===== src/rtl/ltl_report_collector.sv =====
// Timestamps non-zero automaton report vectors with their symbol offset and queues them for a valid/ready consumer.
// Optional feature: define LTL_REPORT_DEDUP_EN to collapse runs of identical report vectors into their first entry.
module ltl_report_collector #(
  parameter int N_REPORTS  = 4,
  parameter int OFFSET_W   = 32,
  parameter int FIFO_DEPTH = 8,
  parameter int DROP_W     = 16
) (
  input  logic                 clk,
  input  logic                 reset,
  input  logic                 run,
  input  logic [N_REPORTS-1:0] report_in,
  output logic                 out_valid,
  input  logic                 out_ready,
  output logic [OFFSET_W-1:0]  out_offset,
  output logic [N_REPORTS-1:0] out_vector,
  output logic                 overflow,
  output logic [DROP_W-1:0]    drop_count,
  input  logic                 clear_status
);

  localparam int IDX_W   = $clog2(FIFO_DEPTH);
  localparam int ENTRY_W = OFFSET_W + N_REPORTS;
  localparam logic [OFFSET_W-1:0] OFF_ONE  = OFFSET_W'(1'b1);
  localparam logic [IDX_W:0]      PTR_ONE  = (IDX_W + 1)'(1'b1);
  localparam logic [DROP_W-1:0]   DROP_ONE = DROP_W'(1'b1);
  localparam logic [DROP_W-1:0]   DROP_MAX = {DROP_W{1'b1}};

  logic [OFFSET_W-1:0] sym_off_q, sym_off_d;
  logic                run_dly_q, run_dly_d;
  logic [OFFSET_W-1:0] off_dly_q, off_dly_d;
  logic [IDX_W:0]      wr_ptr_q, wr_ptr_d;
  logic [IDX_W:0]      rd_ptr_q, rd_ptr_d;
  logic                overflow_q, overflow_d;
  logic [DROP_W-1:0]   drop_count_q, drop_count_d;
  logic [ENTRY_W-1:0]  mem_q [FIFO_DEPTH];

  logic capture_s, suppress_s, push_req_s, push_s, pop_s, drop_s;
  logic full_s, empty_s;
  logic [ENTRY_W-1:0] head_s;

  // Report lines lag the automaton by one symbol, so they pair with the delayed offset.
  assign capture_s = run_dly_q && (report_in != {N_REPORTS{1'b0}});
  assign empty_s   = (wr_ptr_q == rd_ptr_q);
  assign full_s    = (wr_ptr_q[IDX_W-1:0] == rd_ptr_q[IDX_W-1:0]) &&
                     (wr_ptr_q[IDX_W] != rd_ptr_q[IDX_W]);
  assign pop_s      = !empty_s && out_ready;
  assign push_req_s = capture_s && !suppress_s;
  assign push_s     = push_req_s && (!full_s || pop_s);
  assign drop_s     = push_req_s && full_s && !pop_s;

  assign head_s     = mem_q[rd_ptr_q[IDX_W-1:0]];
  assign out_valid  = !empty_s;
  assign out_offset = head_s[ENTRY_W-1:N_REPORTS];
  assign out_vector = head_s[N_REPORTS-1:0];
  assign overflow   = overflow_q;
  assign drop_count = drop_count_q;

`ifdef LTL_REPORT_DEDUP_EN
  logic [N_REPORTS-1:0] last_vec_q, last_vec_d;
  logic [OFFSET_W-1:0]  last_off_q, last_off_d;
  logic                 last_v_q, last_v_d;

  assign suppress_s = capture_s && last_v_q && (report_in == last_vec_q) &&
                      (off_dly_q == last_off_q + OFF_ONE);

  // Track the most recent capture; a zero report on a live symbol breaks the run.
  always_comb begin
    last_vec_d = last_vec_q;
    last_off_d = last_off_q;
    last_v_d   = last_v_q;
    if (capture_s) begin
      last_vec_d = report_in;
      last_off_d = off_dly_q;
      last_v_d   = 1'b1;
    end else if (run_dly_q) begin
      last_v_d   = 1'b0;
    end else begin
      last_v_d   = last_v_q;
    end
  end

  // Dedup state registers.
  always_ff @(posedge clk) begin
    if (reset) begin
      last_vec_q <= {N_REPORTS{1'b0}};
      last_off_q <= {OFFSET_W{1'b0}};
      last_v_q   <= 1'b0;
    end else begin
      last_vec_q <= last_vec_d;
      last_off_q <= last_off_d;
      last_v_q   <= last_v_d;
    end
  end
`else
  assign suppress_s = 1'b0;
`endif

  // Next-state for offset, alignment, pointers and drop status.
  always_comb begin
    sym_off_d    = run ? (sym_off_q + OFF_ONE) : sym_off_q;
    run_dly_d    = run;
    off_dly_d    = sym_off_q;
    wr_ptr_d     = push_s ? (wr_ptr_q + PTR_ONE) : wr_ptr_q;
    rd_ptr_d     = pop_s ? (rd_ptr_q + PTR_ONE) : rd_ptr_q;
    overflow_d   = overflow_q;
    drop_count_d = drop_count_q;
    // A drop in the same cycle as a clear wins and restarts the count at one.
    if (drop_s) begin
      overflow_d = 1'b1;
      if (clear_status) begin
        drop_count_d = DROP_ONE;
      end else if (drop_count_q == DROP_MAX) begin
        drop_count_d = DROP_MAX;
      end else begin
        drop_count_d = drop_count_q + DROP_ONE;
      end
    end else if (clear_status) begin
      overflow_d   = 1'b0;
      drop_count_d = {DROP_W{1'b0}};
    end else begin
      overflow_d   = overflow_q;
      drop_count_d = drop_count_q;
    end
  end

  // Control and status registers.
  always_ff @(posedge clk) begin
    if (reset) begin
      sym_off_q    <= {OFFSET_W{1'b0}};
      run_dly_q    <= 1'b0;
      off_dly_q    <= {OFFSET_W{1'b0}};
      wr_ptr_q     <= {(IDX_W + 1){1'b0}};
      rd_ptr_q     <= {(IDX_W + 1){1'b0}};
      overflow_q   <= 1'b0;
      drop_count_q <= {DROP_W{1'b0}};
    end else begin
      sym_off_q    <= sym_off_d;
      run_dly_q    <= run_dly_d;
      off_dly_q    <= off_dly_d;
      wr_ptr_q     <= wr_ptr_d;
      rd_ptr_q     <= rd_ptr_d;
      overflow_q   <= overflow_d;
      drop_count_q <= drop_count_d;
    end
  end

  // Entry storage is never cleared; reset only discards it through the pointers.
  always_ff @(posedge clk) begin
    if (push_s && !reset) begin
      mem_q[wr_ptr_q[IDX_W-1:0]] <= {off_dly_q, report_in};
    end else begin
      mem_q[wr_ptr_q[IDX_W-1:0]] <= mem_q[wr_ptr_q[IDX_W-1:0]];
    end
  end

endmodule


===== config.mk =====
export PLATFORM = sky130hd
export DESIGN_NAME = ltl_report_collector
export DESIGN_NICKNAME = d
export VERILOG_FILES = /design/src/rtl/ltl_report_collector.sv
export SDC_FILE = /design/constraint.sdc
export NUM_CORES = 1
export LEC_CHECK = 0
export BUFFER_PORTS_ARGS = -buffer_cell sky130_fd_sc_hd__buf_4
export CORE_ASPECT_RATIO = 2
export CORE_MARGIN = 3
export CORE_UTILIZATION = 40
export CTS_CLUSTER_SIZE = 40
export DETAILED_ROUTE_END_ITERATION = 7
export PLACE_DENSITY_LB_ADDON = 0.25
export SLEW_MARGIN = 20
export SYNTH_ARGS = -nofsm -noshare
export SYNTH_HDL_FRONTEND = slang
export SYNTH_SLANG_ARGS = --single-unit
export TNS_END_PERCENT = 5

===== constraint.sdc =====
create_clock -name clk -period 5.8 [get_ports clk]
set_input_delay 0.29 -clock clk [delete_from_list [all_inputs] [get_ports clk]]
set_output_delay 0.29 -clock clk [all_outputs]
set_load 0.05 [all_outputs]

==> metrics.md <==
| Metric | Value |
|---|---|
| Part of the Yosys area used for sequential elements | 0.724 |
| Max-Slew Margin vs Limit | 0.337 |
| Number of detailed-route iterations in the first pass | 4 |
| Post-synth top flop | sky130_fd_sc_hd__edfxtp_1 |
| Number of clock sinks | 381 |
| H-tree lvl count | 2 |
| Vias post-DR | 7343 |
| Maximum count of clock buffers along a single path | 3 |
| Hold WS | 0.0281 ns |
| Area share of fa/ha/maj cells after synthesis | 0.00345 |
| Most heavily used metal layer in global routing | met2 |
| Synthesis-stage register bit count | 381 |
| Post-CTS repair timing setup buffer count | 0 |
| Number of remaining DRC errors | 0 |
| Run status | completed |
| HPWL after detailed placement | 16500 um |
| Hold Crit Endpoint | mem_q[4][2] |
| Via count of the first global-routing pass | 7884 |
| Required time worst endpoint | 5.51 ns |
| RSZ-0062 raised after global routing | no |
| Hold wc startpoint | report_in[2] |
| Area of the mapped netlist | 0.0145 sq mm |
| Largest net degree at the start of global routing | 80 |
| Final Max Slew Viols | 0 |
| Cell-by-cell listing of the critical path | buf_4 > mux4_2 > mux2_2 > buf_4 |
| Number of nets in the synthesized netlist | 838 |
| Simple-gate portion of the synthesized area | 0.0734 |
| Peak fanout along the critical path | 46 |
| Number of failing hold endpoints at the final stage | 0 |
| Final core utilization | 0.465 |
| Gpl congestion | 0.786 |
| Combinational family with the most area after synthesis | multiplexers |
| M3 GR Usage | 0.0208 |
| FF-to-FF End | mem_q[2][12] |
| Proportion of synthesized area in mux cells | 0.145 |
| Total congestion overflow after global routing | 0 |
| Die Y-Extent | 275 um |
| Number of instances on the worst hold path | 1 |
| Number of unique standard cell types used by synthesis | 46 |
| Path type of the worst min-delay path | primary input to flop |
| Count of boundary I/O pins | 63 |
| Wirelength, routed | 28800 um |
| Placed Cells incl. Taps | 1311 |
| Slew @ Worst Pin | 0.995 ns |
| Clk_lat worst skew | 0.52 ns |
| Reg area | 0.0105 sq mm |
| Crit path time final | 3.54 ns |
| Area of the multi-input gates | 0.00384 sq mm |
| Initial antenna violation count | 0 |
| Finish-stage setup viols | 0 |
| Clock transition at the registers of the reported paths | 0.07 ns |
| Met2 GRT Util | 0.290 |
| Wire per inst | 21.0 um |
| Share of the synthesized netlist area taken by xor and xnor gates | 0.0193 |
| Quantity of gates resized following cts | 0 |
| Number of nets still failing antenna checks after routing | 0 |
| Count of non-filler cells in the finished layout | 1374 |
| Fraction of final layout cells with drive strength greater than 1 | 0.287 |
| Root buffer cell | sky130_fd_sc_hd__clkbuf_16 |
| Worst-case reg-to-reg path depth | 6 |
| Cell count after synthesis | 825 |
| Starting density of the core | 0.406 |
| Post-synthesis compound-gate area fraction | 0.0195 |
| TritonCTS clock tree | built |
| FMAX | 283 MHz |
| Post-cts hold buffer count | 0 |
| Floorplan core area | 0.0358 sq mm |
| Largest stage delay, worst path | 1.02 ns |
| Most frequent CP cell | sky130_fd_sc_hd__buf_4 |
| Worst supply voltage drop on vdd | 0.240 mV |
| Critical path class | flop to output pin |
| Count of synthesis-stage warnings from yosys | 0 |
| Share of synthesized registers carrying an async set or reset | 0 |
| Worst setup skew after layout | 0.0203 ns |
| Launching point of the worst reg2reg path | wr_ptr_q[0] |
| Worst setup EP type | output pin |
| Placement Rows | 98 |
| DRT iter0 DRCs | 483 |
| Die outline area | 0.0388 sq mm |
| Horizontal extent of the die | 141 um |
| Setup slack, reg-to-reg | 3.19 ns |
| Fraction of met1 tracks used by global routing | 0.169 |
| Period utilization | 0.610 |
| Buffers on Ports | 62 |
| Total negative slack | 0 ns |
| Number of fillers in the final layout | 3066 |
| Wire length of the first global-routing pass | 45200 um |
| Average cell area after synthesis | 17.6 sq um |
| Via density per instance | 5.34 |
| Power density cells | 344 mW/mm^2 |
| Slowest stage cell on the critical path | sky130_fd_sc_hd__dfxtp_4 |
| Startpoint type of the worst setup path | flop |
| Net count of the finished layout | 911 |
| Relative area change from synthesis to final layout | 14.7% |
| Arrival time at the worst endpoint | 3.25 ns |
| Leakage power figure | 5.02 nW |
| Diode count | 0 |
| Number of synthesized flops with an enable pin | 288 |
| Overall Global Routing Usage | 0.152 |
| MaxCap Viol Count | 0 |
| Clock buffers created by TritonCTS | 34 |
## cells by family (layout without fill, tap and decap cells)
logic type                 count (synthesis)  count (layout)
and+or+nand+nor                          198             198
muxes                                    116             116
adders and majority gates                  4               4
buffers and inverters                     52             151
xor gates and xnor gates                  32              32
AOI/OAI and AO/OA                         42              42
DFF                                      381             381
## cell usage after synthesis, drive strengths merged (2+ instances only)
cell type    n  area share
xor2        11      0.0066
xnor2       21       0.013
mux2i        4      0.0028
nand4       14      0.0060
or4          2      0.0013
inv         14      0.0036
ha           4      0.0034
a21oi       16      0.0055
or3          5      0.0025
edfxtp     288        0.60
clkbuf      19      0.0049
and3         2     0.00086
a211oi       5      0.0026
dfxtp       93        0.13
o21ai        6      0.0021
nor3        20      0.0077
nor2        59       0.015
a311oi       3      0.0018
nor4        13      0.0084
a31oi        5      0.0022
buf         19      0.0068
mux2        40       0.031
and4         5      0.0030
nand3       19      0.0072
o221a        3      0.0023
nor2b       26       0.011
mux4        72        0.11
or2          2     0.00086
nand2       25      0.0065
nand2b       2     0.00086
and2         3      0.0013
## registers in the layout, summed over array words and instances (netlist names), named ones only
signal / count
off_dly_d: 32
drop_count: 16
rd_ptr_q: 4
wr_ptr_q: 4
mem_q: 288
off_dly_q: 32
overflow: 1
run_dly_q: 1
## how the worst max path moves through the flow
stage / start / endpoint / slack (ns) / depth (start not counted)
finish: flop / out_offset[23] / 2.26 / 4
global route: flop / out_offset[23] / 1.97 / 4
CTS: flop / out_offset[23] / 2.10 / 4
detailed placement: flop / out_offset[23] / 2.67 / 4
global placement: flop / out_offset[20] / 2.67 / 4
floorplan: wr_ptr_q[1] / mem_q[0][0] / 0.55 / 7
## area by class of cell
class                      count  share of cell area
multi-input combinational    392               0.230
clock buffer                  45              0.0553
clock inverter                17              0.0113
inverter                      14             0.00315
timing repair buffer          75              0.0350
sequential                   381               0.631
tap                          450              0.0338
## worst max-delay path: cells and delay by family, from the launching register on
kind     cells  cell delay [ns]
mux          2             0.88
buf+inv      2             0.82
flops        1             1.02
## per-layer routing
| metal | share of wire | vias to the layer above | wire (um) |
|---|---|---|---|
| met5 | 0 | - | 0 |
| met3 | 0.030 | 53 | 872 |
| met2 | 0.56 | 152 | 16300 |
| met4 | 0.034 | 0 | 972 |
| li1 | - | 3354 | - |
| met1 | 0.37 | 3784 | 10700 |
## through the flow
step                setup WS, ns  cell area [sq um]  total power [mW]
CTS                         2.10              16600              5.82
detailed placement          2.67              15500              3.58
floorplan                  0.547              14500              3.43
finish                      2.26              16700              5.74
global placement            2.67              15500              3.58
global route                1.97              16700              5.94
## power by group
group	internal, mW	switching, mW
Clock	1.27	0.958
Sequential	2.92	0.0572
Combinational	0.229	0.301
Total	4.42	1.32
## cell usage in the layout (no fill, tap or decap), types with 5 or more instances in the layout
cell type	n
sky130_fd_sc_hd__nand3_1	17
sky130_fd_sc_hd__and4_1	5
sky130_fd_sc_hd__clkbuf_16	34
sky130_fd_sc_hd__inv_1	14
sky130_fd_sc_hd__mux4_2	72
sky130_fd_sc_hd__a31oi_1	5
sky130_fd_sc_hd__edfxtp_1	288
sky130_fd_sc_hd__nand2_1	25
sky130_fd_sc_hd__nor3_1	15
sky130_fd_sc_hd__dfxtp_1	90
sky130_fd_sc_hd__xnor2_1	21
sky130_fd_sc_hd__xor2_1	11
sky130_fd_sc_hd__nor4_2	8
sky130_fd_sc_hd__mux2_2	39
sky130_fd_sc_hd__o21ai_0	6
sky130_fd_sc_hd__buf_4	74
sky130_fd_sc_hd__a211oi_1	5
sky130_fd_sc_hd__nor2_1	59
sky130_fd_sc_hd__nand4_1	14
sky130_fd_sc_hd__nor2b_1	26
sky130_fd_sc_hd__a21oi_1	16
sky130_fd_sc_hd__clkbuf_1	8
Note: power is estimated with default switching activity, not from simulation.
